===== src/rtl/instr_stream_encoder.sv =====
// Packs symbolic MIPS instruction requests into 32-bit words and writes them to consecutive
// instruction-memory locations. Optional illegal-mnemonic trap: `ENC_ILLEGAL_TRAP_EN.
module instr_stream_encoder #(
  parameter int unsigned AW = 6
) (
  input  logic          clk,
  input  logic          rst_n,
  input  logic          Start,
  input  logic          Finish,
  input  logic          InValid,
  output logic          InReady,
  input  logic [3:0]    Mnem,
  input  logic [4:0]    Rs,
  input  logic [4:0]    Rt,
  input  logic [4:0]    Rd,
  input  logic [15:0]   Imm,
  output logic          ImemWe,
  output logic [AW-1:0] ImemAddr,
  output logic [31:0]   ImemWdata,
  output logic [AW:0]   Count,
`ifdef ENC_ILLEGAL_TRAP_EN
  output logic          Err,
`endif
  output logic          Done
);

  typedef enum logic [1:0] {StIdle, StLoad, StDone} state_e;

  localparam logic [AW:0] Cap  = {1'b1, {AW{1'b0}}};
  localparam logic [AW:0] Last = Cap - 1'b1;

  state_e        state_q, state_d;
  logic [AW:0]   count_q, count_d;
  logic          we_q;
  logic [AW-1:0] addr_q;
  logic [31:0]   wdata_q;
  logic          err_q, err_d;

  logic        legal, rtype;
  logic [5:0]  op, funct;
  logic [31:0] word;
  logic        accept, do_write;

  always_comb begin
    legal = 1'b1;
    rtype = 1'b1;
    op    = 6'h00;
    funct = 6'h00;
    case (Mnem)
      4'd0: funct = 6'h20;
      4'd1: funct = 6'h22;
      4'd2: funct = 6'h24;
      4'd3: funct = 6'h25;
      4'd4: funct = 6'h2a;
      4'd5: begin op = 6'h23; rtype = 1'b0; end
      4'd6: begin op = 6'h2b; rtype = 1'b0; end
      4'd7: begin op = 6'h04; rtype = 1'b0; end
      default: legal = 1'b0;
    endcase
    if (!legal) begin
      word = 32'h0000_0000;
    end else if (rtype) begin
      word = {op, Rs, Rt, Rd, 5'd0, funct};
    end else begin
      word = {op, Rs, Rt, Imm};
    end
  end

  assign InReady = (state_q == StLoad) && (count_q < Cap) && !Finish;
  // Start has priority over a simultaneous request.
  assign accept  = InValid && InReady && !Start;

`ifdef ENC_ILLEGAL_TRAP_EN
  assign do_write = accept && legal;
`else
  assign do_write = accept;
`endif

  always_comb begin
    state_d = state_q;
    count_d = count_q;
    err_d   = err_q;
    if (Start) begin
      count_d = '0;
      err_d   = 1'b0;
    end else begin
      if (do_write) count_d = count_q + 1'b1;
      if (accept && !legal) err_d = 1'b1;
    end
    case (state_q)
      StIdle: if (Start) state_d = StLoad;
      StLoad: begin
        if (Start) begin
          state_d = StLoad;
        end else if (Finish || (do_write && count_q == Last)) begin
          state_d = StDone;
        end
      end
      StDone: if (Start) state_d = StLoad;
      default: state_d = StIdle;
    endcase
  end

  always_ff @(posedge clk) begin
    if (!rst_n) begin
      state_q <= StIdle;
      count_q <= '0;
      err_q   <= 1'b0;
      we_q    <= 1'b0;
      addr_q  <= '0;
      wdata_q <= '0;
    end else begin
      state_q <= state_d;
      count_q <= count_d;
      err_q   <= err_d;
      we_q    <= do_write;
      if (do_write) begin
        addr_q  <= count_q[AW-1:0];
        wdata_q <= word;
      end
    end
  end

  assign ImemWe    = we_q;
  assign ImemAddr  = addr_q;
  assign ImemWdata = wdata_q;
  assign Count     = count_q;
  assign Done      = (state_q == StDone);
`ifdef ENC_ILLEGAL_TRAP_EN
  assign Err       = err_q;
`endif

endmodule


===== config.mk =====
export PLATFORM = sky130hd
export DESIGN_NAME = instr_stream_encoder
export DESIGN_NICKNAME = d
export VERILOG_FILES = /design/src/rtl/instr_stream_encoder.sv
export SDC_FILE = /design/constraint.sdc
export NUM_CORES = 1
export LEC_CHECK = 0
export CAP_MARGIN = 20
export CORE_ASPECT_RATIO = 1.5
export CORE_UTILIZATION = 44
export CTS_CLUSTER_SIZE = 8
export DETAILED_ROUTE_END_ITERATION = 7
export HOLD_SLACK_MARGIN = 0.03
export PLACE_DENSITY = 0.88
export SYNTH_ARGS = -nofsm -noshare
export SYNTH_HDL_FRONTEND = slang
export SYNTH_SLANG_ARGS = --single-unit

===== constraint.sdc =====
create_clock -name clk -period 2.9 [get_ports clk]
set_input_delay 0.58 -clock clk [delete_from_list [all_inputs] [get_ports clk]]
set_output_delay 0.58 -clock clk [all_outputs]
set_load 0.02 [all_outputs]

Yosys cells after proc, flatten, opt, wreduce, memory -nomap -nowiden
Cells that the tools add are included.
{"block": "op_classes", "add_sub_neg": 1, "multipliers": 0, "div": 0, "order_cmp": 1, "eq_ne": 12, "n_shift": 0, "muxes": 9, "n_bitwise": 1, "n_reduce_logical": 15}
{"op": "32-bit 2-to-1 mux", "count": 1}
{"op": "6-bit one-hot mux with 5 select lines", "count": 1}
{"op": "6-bit one-hot mux with 3 select lines", "count": 1}
{"op": "4-bit by 3-bit == test with 1-bit output, second input constant", "count": 4}
{"op": "16-bit 2-to-1 mux", "count": 1}
{"op": "4-bit by 2-bit == test with 1-bit output, second input constant", "count": 2}
{"op": "8-bit OR reduction", "count": 1}
{"op": "7-bit by 1-bit adder with 7-bit output, second input constant", "count": 1}
{"op": "7-bit by 6-bit == test with 1-bit output, second input constant", "count": 1}
{"op": "7-bit < comparator, second input constant", "count": 1}
{"op": "2-bit 2-to-1 mux", "count": 3}
{"op": "1-bit logical AND", "count": 5}
{"op": "4-bit by 1-bit == test with 1-bit output, second input constant", "count": 1}
{"op": "4-bit zero test", "count": 1}
{"op": "2-bit one-hot mux with 2 select lines", "count": 1}
{"op": "2-bit OR reduction", "count": 2}
{"op": "3-bit by 2-bit != test with 1-bit output, second input constant", "count": 1}
{"op": "3-bit OR reduction", "count": 1}
{"op": "2-bit by 1-bit == test with 1-bit output, second input constant", "count": 1}
{"op": "2-bit == test, second input constant", "count": 1}
{"op": "1-bit zero test", "count": 2}
{"op": "2-bit zero test", "count": 1}
{"op": "2-bit by 1-bit != test with 1-bit output, second input constant", "count": 1}
{"op": "2-bit AND reduction", "count": 1}
{"op": "3 further kinds", "count": 3}
{"block": "totals", "regBits": 48, "latch_bits": 0, "mem_bits_rw": 0, "mem_bits_ro": 0, "input_bits": 40, "output_inout_bits": 48, "word_cells": 44, "mem_count": 0}

Longest topological paths before layout
Gate-level depths: netlist of the first run.
{"block": "logic_depth", "depth_word": 10, "mapped_depth": 7}

Worst setup path after synthesis of the first run
No wires, ideal clock.
{"block": "synth_path", "path_kind": "input-to-reg", "from": "in Start", "to": "reg wdata_q[5] (netlist: ImemWdata[5])", "t_arrival_ns": 2.049, "required_time_ns": 2.830, "path_slack_ns": 0.781, "cell_stages": 6, "cell_sequence": "or4b_1 buf_2 or2_1 buf_2 or3_1 a21boi_1"}
{"block": "synth_between", "elab_chain_len": 2}
{"element": "start: declaration", "line": "8", "source": "input logic Start,"}
{"element": "1-bit zero test", "line": "71", "source": "assign accept = InValid && InReady && !Start;"}
{"element": "1-bit logical AND", "line": "71"}
{"element": "end signal: assignment", "line": "119", "source": "wdata_q <= word;"}
{"element": "end: declaration", "line": "36", "source": "logic [31:0] wdata_q;"}
No other way between the ends.
A chain may end at the register's enable or synchronous reset.

Worst setup path after layout of the first run
{"block": "layout_path", "from": "in Finish", "to": "out InReady"}
{"block": "layout_between", "elab_chain_len": 2}
{"element": "start: declaration", "line": "9", "source": "input logic Finish,"}
{"element": "1-bit zero test", "line": "69", "source": "assign InReady = (state_q == StLoad) && (count_q < Cap) && !Finish;"}
{"element": "1-bit logical AND", "line": "69"}
{"element": "end: declaration", "line": "11", "source": "output logic InReady,"}
No other way between the ends.

==> impl_metrics.toml, run 1 <==
[detailed_routing]
dr_wl_met2_um = 2630
highest_layer = "met4"
ant_nets = 0
met1_length_um = 1860
post_drt_wl_per_cell_um = 14.0
drc = 0
vias = 1841
vias_per_cell = 5.25
dr_wl_met3_um = 220
drtIter0Drc = 67
totalWireLength_um = 4930
firstDrtPassIters = 4

[grt]
track_usage = 0.223
antenna_found_initial = 0
gr-total-overflow = 0
grt_pass1_wl_um = 8130
grt_max_degree = 37
grt_pass1_vias = 1841

[yosys]
ys_seq_elements = 45
synth_flop_cell = "dfxtp_1"
async_reset_ff_frac = 0
yosysMostFrequentCell = "dfxtp_1"
ys_top_cells_by_count = "dfxtp_1, nand2_1, a21boi_0"
synth_top_area_share = 0.465
netlist_area_sq_um = 1940
synth_edf_count = 0
synth.distinct_cells = 37
yosysSeqAreaShare = 0.465
syn_area_per_cell_sq_um = 8.66
synthTopCellsByArea = "dfxtp_1, a21boi_0, nand2_1"
yosys.area.top_type = "dfxtp_1"
synth_cells = 224
syn-num-nets = 265
synth_warnings = 0

[worst_setup_path]
cp-start-kind = "primary input"
path_cells = "clkdlybuf4s50_1 > nor4b_1 > clkdlybuf4s50_1"
worstRegToRegCells = 4
reg2reg_slack_ps = 980
r2r-start = "state_q[1]"
crit_type = "primary input to output port"
path_common_cell = "clkdlybuf4s50_1"
cp.required_ps = 2320
cp.arrival_ps = 1880
critPathSlowestCell = "clkdlybuf4s50_1"
endpoint_kind = "output port"
crit_family = "buffers and inverters"
path_max_fanout = 2
critPathMaxStageDelay_ps = 650
reg2reg_to = "ImemWdata[2]"
timing.critical_path.buf_inv = 2

[cells_and_area]
seqCellArea_sq_um = 901
drive_above_1_share = 0.0525
nets = 345
fin_util = 0.684
fill_cells = 348
multiInputGateArea_sq_um = 942
antennaDiodeCount = 0
areaGrowthSynthToFinish_pct = 49.8

[timing]
hold_viol = 0
finalCritPeriodShare = 0.848
final.min_clock_period_ps = 2460
setup_viol = 0
fmax_mhz = 407
setup_tns_ps = 0
drv_slew = 0
fin_skew_ps = 5.27
rsz0062_at_grt = "no"

[clocking]
postCtsHoldBufs = 0
htree_levels = 2
insertion_delay_ps = 300
cts.reportedPaths.clkPinSlew_ps = 70
numCtsBuffers = 5
cts-resized-gates = 0
cts_setup_buffers = 0
cts_root_buf = "clkbuf_8"
cts_tree = "built"
cts.sinks = 45
clockBufferDepth = 2

[floorplan]
initial_core_util = 0.457
io_pins = 88
die-area_sq_um = 4680
die_x_um = 56.2
coreArea_sq_um = 4250
rows = 29
die-height_um = 83.3

[hold_path]
hold_depth = 2
holdPathEnd = "ImemWdata[5]"
hp-class = "flip-flop to flip-flop"
hp-start = "ImemWdata[5]"

[power_and_ir_drop]
max-vdd-ir-drop_uv = 384
pwr-share-seq = 0.558
internal_power_w = 0.000871
power.leakage_nw = 0.957
cellPowerDensity_nw_per_um2 = 385
sw_frac_of_total = 0.222
p_switching_w = 0.000249
comb_power_share = 0.113
p_clk_frac = 0.328

[flow_run]
drv_cap = 0

[placed_design]
gp_congestion = 0.812
dp_hpwl_um = 3580
io_buffers = 86

[status]
status = "complete, no violations"
## metrics by stage
step	setup slack, ps	cell area (sq um)	total power [W]	hold WS, ps	cells
6_report	442	2910	0.00112	454	351
5_1_grt	407	2910	0.00117	481	351
4_1_cts	434	2910	0.00113	457	351
3_5_place_dp	331	2830	0.000767	448	343
3_3_place_gp	423	2830	0.000765	440	343
2_1_floorplan	781	1940	0.000694	526	224
## routing by layer
layer,vias to the layer above,track usage
met4,0,0.160
met3,17,0.0467
met1,840,0.238
li1,918,-
met5,-,0
met2,66,0.382
## area by class of cell
cell class | instances | area share
flip-flops and latches | 45 | 0.310
inverters | 1 | 0.00129
multi-input cells | 157 | 0.324
repair buffers | 94 | 0.317
clock buffers | 8 | 0.0276
well taps | 46 | 0.0198
## how the worst max path moves through the flow
stage	start	to	cells after the start
after global routing	Finish	InReady	3
after floorplan	Start	ImemWdata[5]	6
final	Finish	InReady	3
after detailed placement	Start	ImemWdata[2]	5
after CTS	Finish	InReady	3
after global placement	Start	ImemWdata[2]	5
## worst register-to-register path, delay by kind of cell, from the launching register on
kind,cells,cell delay [ps]
AOI/OAI and AO/OA,1,170
DFF,1,360
and+or+nand+nor,3,1330
## cells by family after synthesis
group / Yosys count / synth area share
flops: 45 / 0.465
simple gates: 97 / 0.254
fa+ha+maj: 1 / 0.00645
mux: 6 / 0.0316
buf+inv: 22 / 0.0510
compound gates: 45 / 0.159
xor+xnor: 7 / 0.0316
other cells: 1 / 0.00193
## sequential cells by signal (all words and copies together), names as in the netlist
name and cells:
Count 7, ImemWdata 29, ImemAddr 6, ImemWe 1
state_q 2
## cells in the final DEF (no fill, tap or decap), types with 3 or more instances in the layout
master	count
xnor2_1	6
nor2b_1	4
a21oi_1	5
buf_4	8
clkbuf_1	3
mux2i_1	5
nand2_1	38
a21boi_0	27
nor2_1	8
nand3b_1	12
dfxtp_1	45
clkdlybuf4s50_1	86
nand3_1	15
clkbuf_8	5
nor3_1	3
o21ai_0	8
## power by group through the flow
stage               registers [W]  clock network (W)  logic (W)
finish                   0.000625           0.000368   0.000127
global placement         0.000639                  0   0.000126
floorplan                0.000642                  0  0.0000515
CTS                      0.000625           0.000381   0.000128
detailed placement       0.000639                  0   0.000127
global route             0.000625           0.000410   0.000137
Power figures use the tool's default switching activity.
==> run 2: changes to the inputs <==
--- a/config.mk
+++ b/config.mk
@@ -7,11 +7,11 @@
 export LEC_CHECK = 0
 export CAP_MARGIN = 20
 export CORE_ASPECT_RATIO = 1.5
-export CORE_UTILIZATION = 44
+export CORE_UTILIZATION = 37
 export CTS_CLUSTER_SIZE = 8
 export DETAILED_ROUTE_END_ITERATION = 7
 export HOLD_SLACK_MARGIN = 0.03
-export PLACE_DENSITY = 0.88
+export PLACE_DENSITY = 0.8
 export SYNTH_ARGS = -nofsm -noshare
 export SYNTH_HDL_FRONTEND = slang
 export SYNTH_SLANG_ARGS = --single-unit
==> constraint.sdc (replaced) <==
create_clock -name clk -period 2 [get_ports clk]
set_input_delay 0.4 -clock clk [delete_from_list [all_inputs] [get_ports clk]]
set_output_delay 0.4 -clock clk [all_outputs]
set_load 0.02 [all_outputs]
==> run 2 against run 1 <==
  * Via count up 4.4%
  * Global-route usage fell by 1.2 points
  * Utilization decreased by 5.7 points
  * Critical path type is now flip-flop to output port
  * Critical endpoint is now Done
  * Largest cell class is now buffers
==> impl_metrics.toml, run 2 (synthesized netlist as in run 1, its figures left out) <==
[hold_path]
hold_depth = 2
hp-class = "flip-flop to flip-flop"

[detailed_routing]
ant_nets = 0
firstDrtPassIters = 4
vias = 1922
totalWireLength_um = 5390
drtIter0Drc = 51
post_drt_wl_per_cell_um = 14.0
vias_per_cell = 5.01
drc = 0

[clocking]
htree_levels = 2
cts.sinks = 45
cts_tree = "built"
insertion_delay_ps = 290
cts_root_buf = "clkbuf_8"
numCtsBuffers = 5
cts.reportedPaths.clkPinSlew_ps = 80
clockBufferDepth = 2
postCtsHoldBufs = 0

[grt]
grt_pass1_wl_um = 8830
grt_max_degree = 25
grt_pass1_vias = 1898
track_usage = 0.211
antenna_found_initial = 0
gr-total-overflow = 0

[power_and_ir_drop]
cellPowerDensity_nw_per_um2 = 586
max-vdd-ir-drop_uv = 342
power.leakage_nw = 1.06

[timing]
drv_slew = 0
final.min_clock_period_ps = 1910
finalCritPeriodShare = 0.953
setup_viol = 0
setup_tns_ps = 0
hold_viol = 0
rsz0062_at_grt = "no"
fmax_mhz = 525
fin_skew_ps = 4.67

[worst_setup_path]
cp.arrival_ps = 1510
critPathSlowestCell = "clkdlybuf4s50_1"
critical_path.endpoint = "Done"
endpoint_kind = "output port"
path_cells = "buf_4 > nor2b_1 > clkdlybuf4s50_1"
reg2reg_to = "ImemWdata[2]"
cp.required_ps = 1600
crit_type = "flip-flop to output port"
path_max_fanout = 4
r2r-start = "state_q[0]"
reg2reg_slack_ps = 140
critPathMaxStageDelay_ps = 610
cp-start-kind = "flip-flop"
worstRegToRegCells = 4
crit_start = "state_q[1]"

[flow_run]
drv_cap = 0

[floorplan]
initial_core_util = 0.394
rows = 31
die-height_um = 90.7
die_x_um = 61.1
coreArea_sq_um = 4930
io_pins = 88
die-area_sq_um = 5540

[cells_and_area]
largest_reg_flops = 29
postLayoutCellArea_sq_um = 3090
nets = 358
layout_common_cells = "clkdlybuf4s50_1, dfxtp_1, nand2_1, a21boi_0, buf_4"
antennaDiodeCount = 0
layout_commonest_cell = "clkdlybuf4s50_1"
areaGrowthSynthToFinish_pct = 59.2
fin_cells = 384
drive_above_1_share = 0.110

[placed_design]
dp.cells = 372
dp_hpwl_um = 3910
gp_congestion = 0.767
io_buffers = 86
placed_area_sq_um = 2920

[status]
status = "complete, no violations"
run 2: cell count changes in the layout (fill, tap and decap cells not counted), sizes merged:
cell	delta
buf	+13
bufinv	+1
clkbuf	-1
clkdlybuf4s50	-3
dlygate4sd2	+2
dlymetal6s2s	+1
run 2: layout make-up:
cell class                 count  area [sq um]
clock inverter                 1          30.0
multi-input combinational    157           961
inverter                       1          3.75
fill                         424          1840
timing repair buffer         107          1020
clock buffer                   7          86.3
tap                           66          82.6
sequential                    45           901
run 2: worst min-delay path by stage:
stage,startpoint,slack (ps),to
global placement,ImemWdata[5],440,ImemWdata[5]
CTS,ImemWdata[25],470,ImemWdata[25]
finish,ImemWdata[3],450,ImemWdata[3]
global route,ImemWdata[19],490,ImemWdata[19]
floorplan,state_q[1],530,state_q[1]
detailed placement,ImemWdata[25],450,ImemWdata[25]
run 2: per-layer routing:
metal	part of all wire	wire length [um]	up-vias	global-route usage
li1	-	-	940	-
met1	0.39	2130	924	0.234
met2	0.55	2960	51	0.371
met4	0.018	98	0	0.0890
met5	0	0	-	0
met3	0.039	208	7	0.0430
run 2: repair_timing:
| action | in CTS | in global routing |
|---|---|---|
| buffers inserted | 1 | 2 |
| pin swaps | 2 | 1 |
| gates resized for setup | 6 | 6 |
| endpoints found under the setup margin | 4 | 13 |
| gates cloned | 0 | 1 |
run 2: report_power, final:
part | switching, W | internal [W]
logic | 0.0000775 | 0.000124
clock network | 0.000294 | 0.000407
registers | 0.00000430 | 0.000901
total | 0.000376 | 0.00143
run 2: through the flow:
step	setup WS, ps	util	total power, W	hold slack, ps
2_1_floorplan	60.7	-	0.00101	526
3_3_place_gp	-295	0.592	0.00112	442
3_5_place_dp	-414	0.592	0.00112	455
4_1_cts	1.97	0.620	0.00182	466
5_1_grt	32.4	0.627	0.00189	491
6_report	94.7	0.627	0.00181	455
run 2: worst max-delay path, delay by kind of cell (launching register included):
kind	cells	cell delay, ps
simple gates	1	120
flops	1	350
buf+inv	2	740
==> run 3: changes to the inputs <==
--- a/config.mk
+++ b/config.mk
@@ -11,7 +11,7 @@
 export CTS_CLUSTER_SIZE = 8
 export DETAILED_ROUTE_END_ITERATION = 7
 export HOLD_SLACK_MARGIN = 0.03
-export PLACE_DENSITY = 0.8
+export PLACE_DENSITY = 0.86
 export SYNTH_ARGS = -nofsm -noshare
 export SYNTH_HDL_FRONTEND = slang
 export SYNTH_SLANG_ARGS = --single-unit
==> run 3 against run 2 <==
  * Flip-flop and latch count stayed put
  * Cell count is 0.78% lower
  * Sequential share of layout area is 0.35 points higher
  * Global-route usage is 0.97 points lower
  * Clock power is 2% higher
  * Power is 0.83% higher
  * Register-to-register slack better by 80 ps
  * Cell area is 1.2% lower
  * Largest cell class unchanged
==> impl_metrics.toml, run 3 (synthesized netlist as in run 1, its figures left out) <==
[status]
status = "complete, no violations"

[worst_setup_path]
cp.arrival_ps = 2210
reg2reg_slack_ps = 220
critPathSlowestCell = "or4b_1"
worstRegToRegCells = 5
reg2reg_to = "ImemWdata[5]"
cp-start-kind = "primary input"
endpoint_kind = "flip-flop"
path_cells = "clkdlybuf4s50_1 > or4b_1 > or2_1 > buf_4 > or3_1 > a21boi_1"
critPathMaxStageDelay_ps = 540
cp.required_ps = 2230
timing.critical_path.buf_inv = 2
crit_type = "primary input to flip-flop"
r2r-start = "state_q[0]"
path_max_fanout = 3
crit_family = "simple AND/OR/NAND/NOR gates"

[timing]
fmax_mhz = 504
hold_viol = 0
rsz0062_at_grt = "yes"
finalCritPeriodShare = 0.992
final.min_clock_period_ps = 1980
drv_slew = 0
fin_skew_ps = 6.96
setup_viol = 0
hold-worst-slack_ps = 461

[clocking]
postCtsHoldBufs = 0
cts.sinks = 45
numCtsBuffers = 5
clockBufferDepth = 2
htree_levels = 2
cts.reportedPaths.clkPinSlew_ps = 80
cts_root_buf = "clkbuf_8"
cts_tree = "built"
insertion_delay_ps = 290

[cells_and_area]
fill_cells = 435
drive_above_1_share = 0.0921
layout_commonest_cell = "clkdlybuf4s50_1"
seqCellArea_sq_um = 901
antennaDiodeCount = 0
largest_reg_flops = 29
fin_util = 0.620
areaGrowthSynthToFinish_pct = 57.4
layout_common_cells = "clkdlybuf4s50_1, dfxtp_1, nand2_1, a21boi_0, buf_4"
nets = 355
multiInputGateArea_sq_um = 947

[hold_path]
hp-class = "flip-flop to flip-flop"
holdPathEnd = "ImemWdata[5]"
hp-start = "ImemWdata[5]"
hold_depth = 2

[grt]
grt_pass1_wl_um = 8470
antenna_found_initial = 0
gr-total-overflow = 0
track_usage = 0.202
grt_max_degree = 30
grt_pass1_vias = 1879

[floorplan]
die-area_sq_um = 5540
rows = 31
coreArea_sq_um = 4930
die_x_um = 61.1
initial_core_util = 0.394
io_pins = 88
die-height_um = 90.7

[placed_design]
gp_congestion = 0.779
dp_hpwl_um = 3880
io_buffers = 86

[power_and_ir_drop]
power.leakage_nw = 1.04
cellPowerDensity_nw_per_um2 = 597
p_total_w = 0.00182
max-vdd-ir-drop_uv = 466

[detailed_routing]
vias = 1898
drtIter0Drc = 25
drc = 0
vias_per_cell = 4.98
ant_nets = 0
totalWireLength_um = 5240
firstDrtPassIters = 4
post_drt_wl_per_cell_um = 13.8

[flow_run]
drv_cap = 0
[run 3: cell types whose count changed in the layout (fill, tap and decap cells not counted), sizes merged]
| cell | before | now |
|---|---|---|
| clkinvlp | 0 | 1 |
| buf | 21 | 18 |
| clkbuf | 7 | 6 |
| clkdlybuf4s50 | 83 | 84 |
| dlygate4sd2 | 2 | 1 |
[run 3: metal layers]
| layer | global-route usage | routed length (um) |
|---|---|---|
| met4 | 0.0890 | 119 |
| met3 | 0.0487 | 240 |
| met5 | 0 | 0 |
| met1 | 0.210 | 2020 |
| met2 | 0.361 | 2860 |
[run 3: cell type report]
cell class	count	share of cell area
inverters	1	0.00123
well taps	66	0.0271
repair buffers	104	0.327
multi-input cells	157	0.310
clock inverters	2	0.0123
clock buffers	6	0.0271
flip-flops and latches	45	0.295
[run 3: worst max-delay path by stage]
stage / startpoint / to / slack, ps / cells past startpoint
floorplan: Start / ImemWdata[5] / 60 / 6
finish: Start / ImemWdata[5] / 20 / 6
CTS: Start / ImemWdata[5] / -2 / 6
detailed placement: Start / ImemWdata[2] / -360 / 5
global placement: Start / ImemWdata[2] / -290 / 5
global route: Start / ImemWdata[28] / -30 / 7
[run 3: per-stage QoR]
step	cell area, sq um	instances	TNS (ps)	worst slack, ps
after floorplan	1940	224	0	60.7
final	3050	381	0	16.0
after detailed placement	2930	373	-10530	-363
after global routing	3050	381	-118	-29.7
after CTS	3050	381	-2.22	-2.22
after global placement	2930	373	-8980	-289
[run 3: where the power goes]
group | switching (W) | total [W] | internal (W)
registers | 0.00000421 | 0.000905 | 0.000901
logic | 0.0000772 | 0.000199 | 0.000122
clock network | 0.000312 | 0.000718 | 0.000406
[run 3: repair_timing]
action                                  4_1_cts  5_1_grt
pin swaps                                     5        1
endpoints found under the setup margin        2       22
cloned                                        0        0
gates resized for setup                       2        8
setup buffers                                 0        0
[run 3: worst reg2reg max path, delay by kind of cell, from the launching register on]
kind                   cells  cell delay, ps
and+or+nand+nor            3            1070
DFF                        1             400
buffers and inverters      1             150
AOI/OAI and AO/OA          1             110
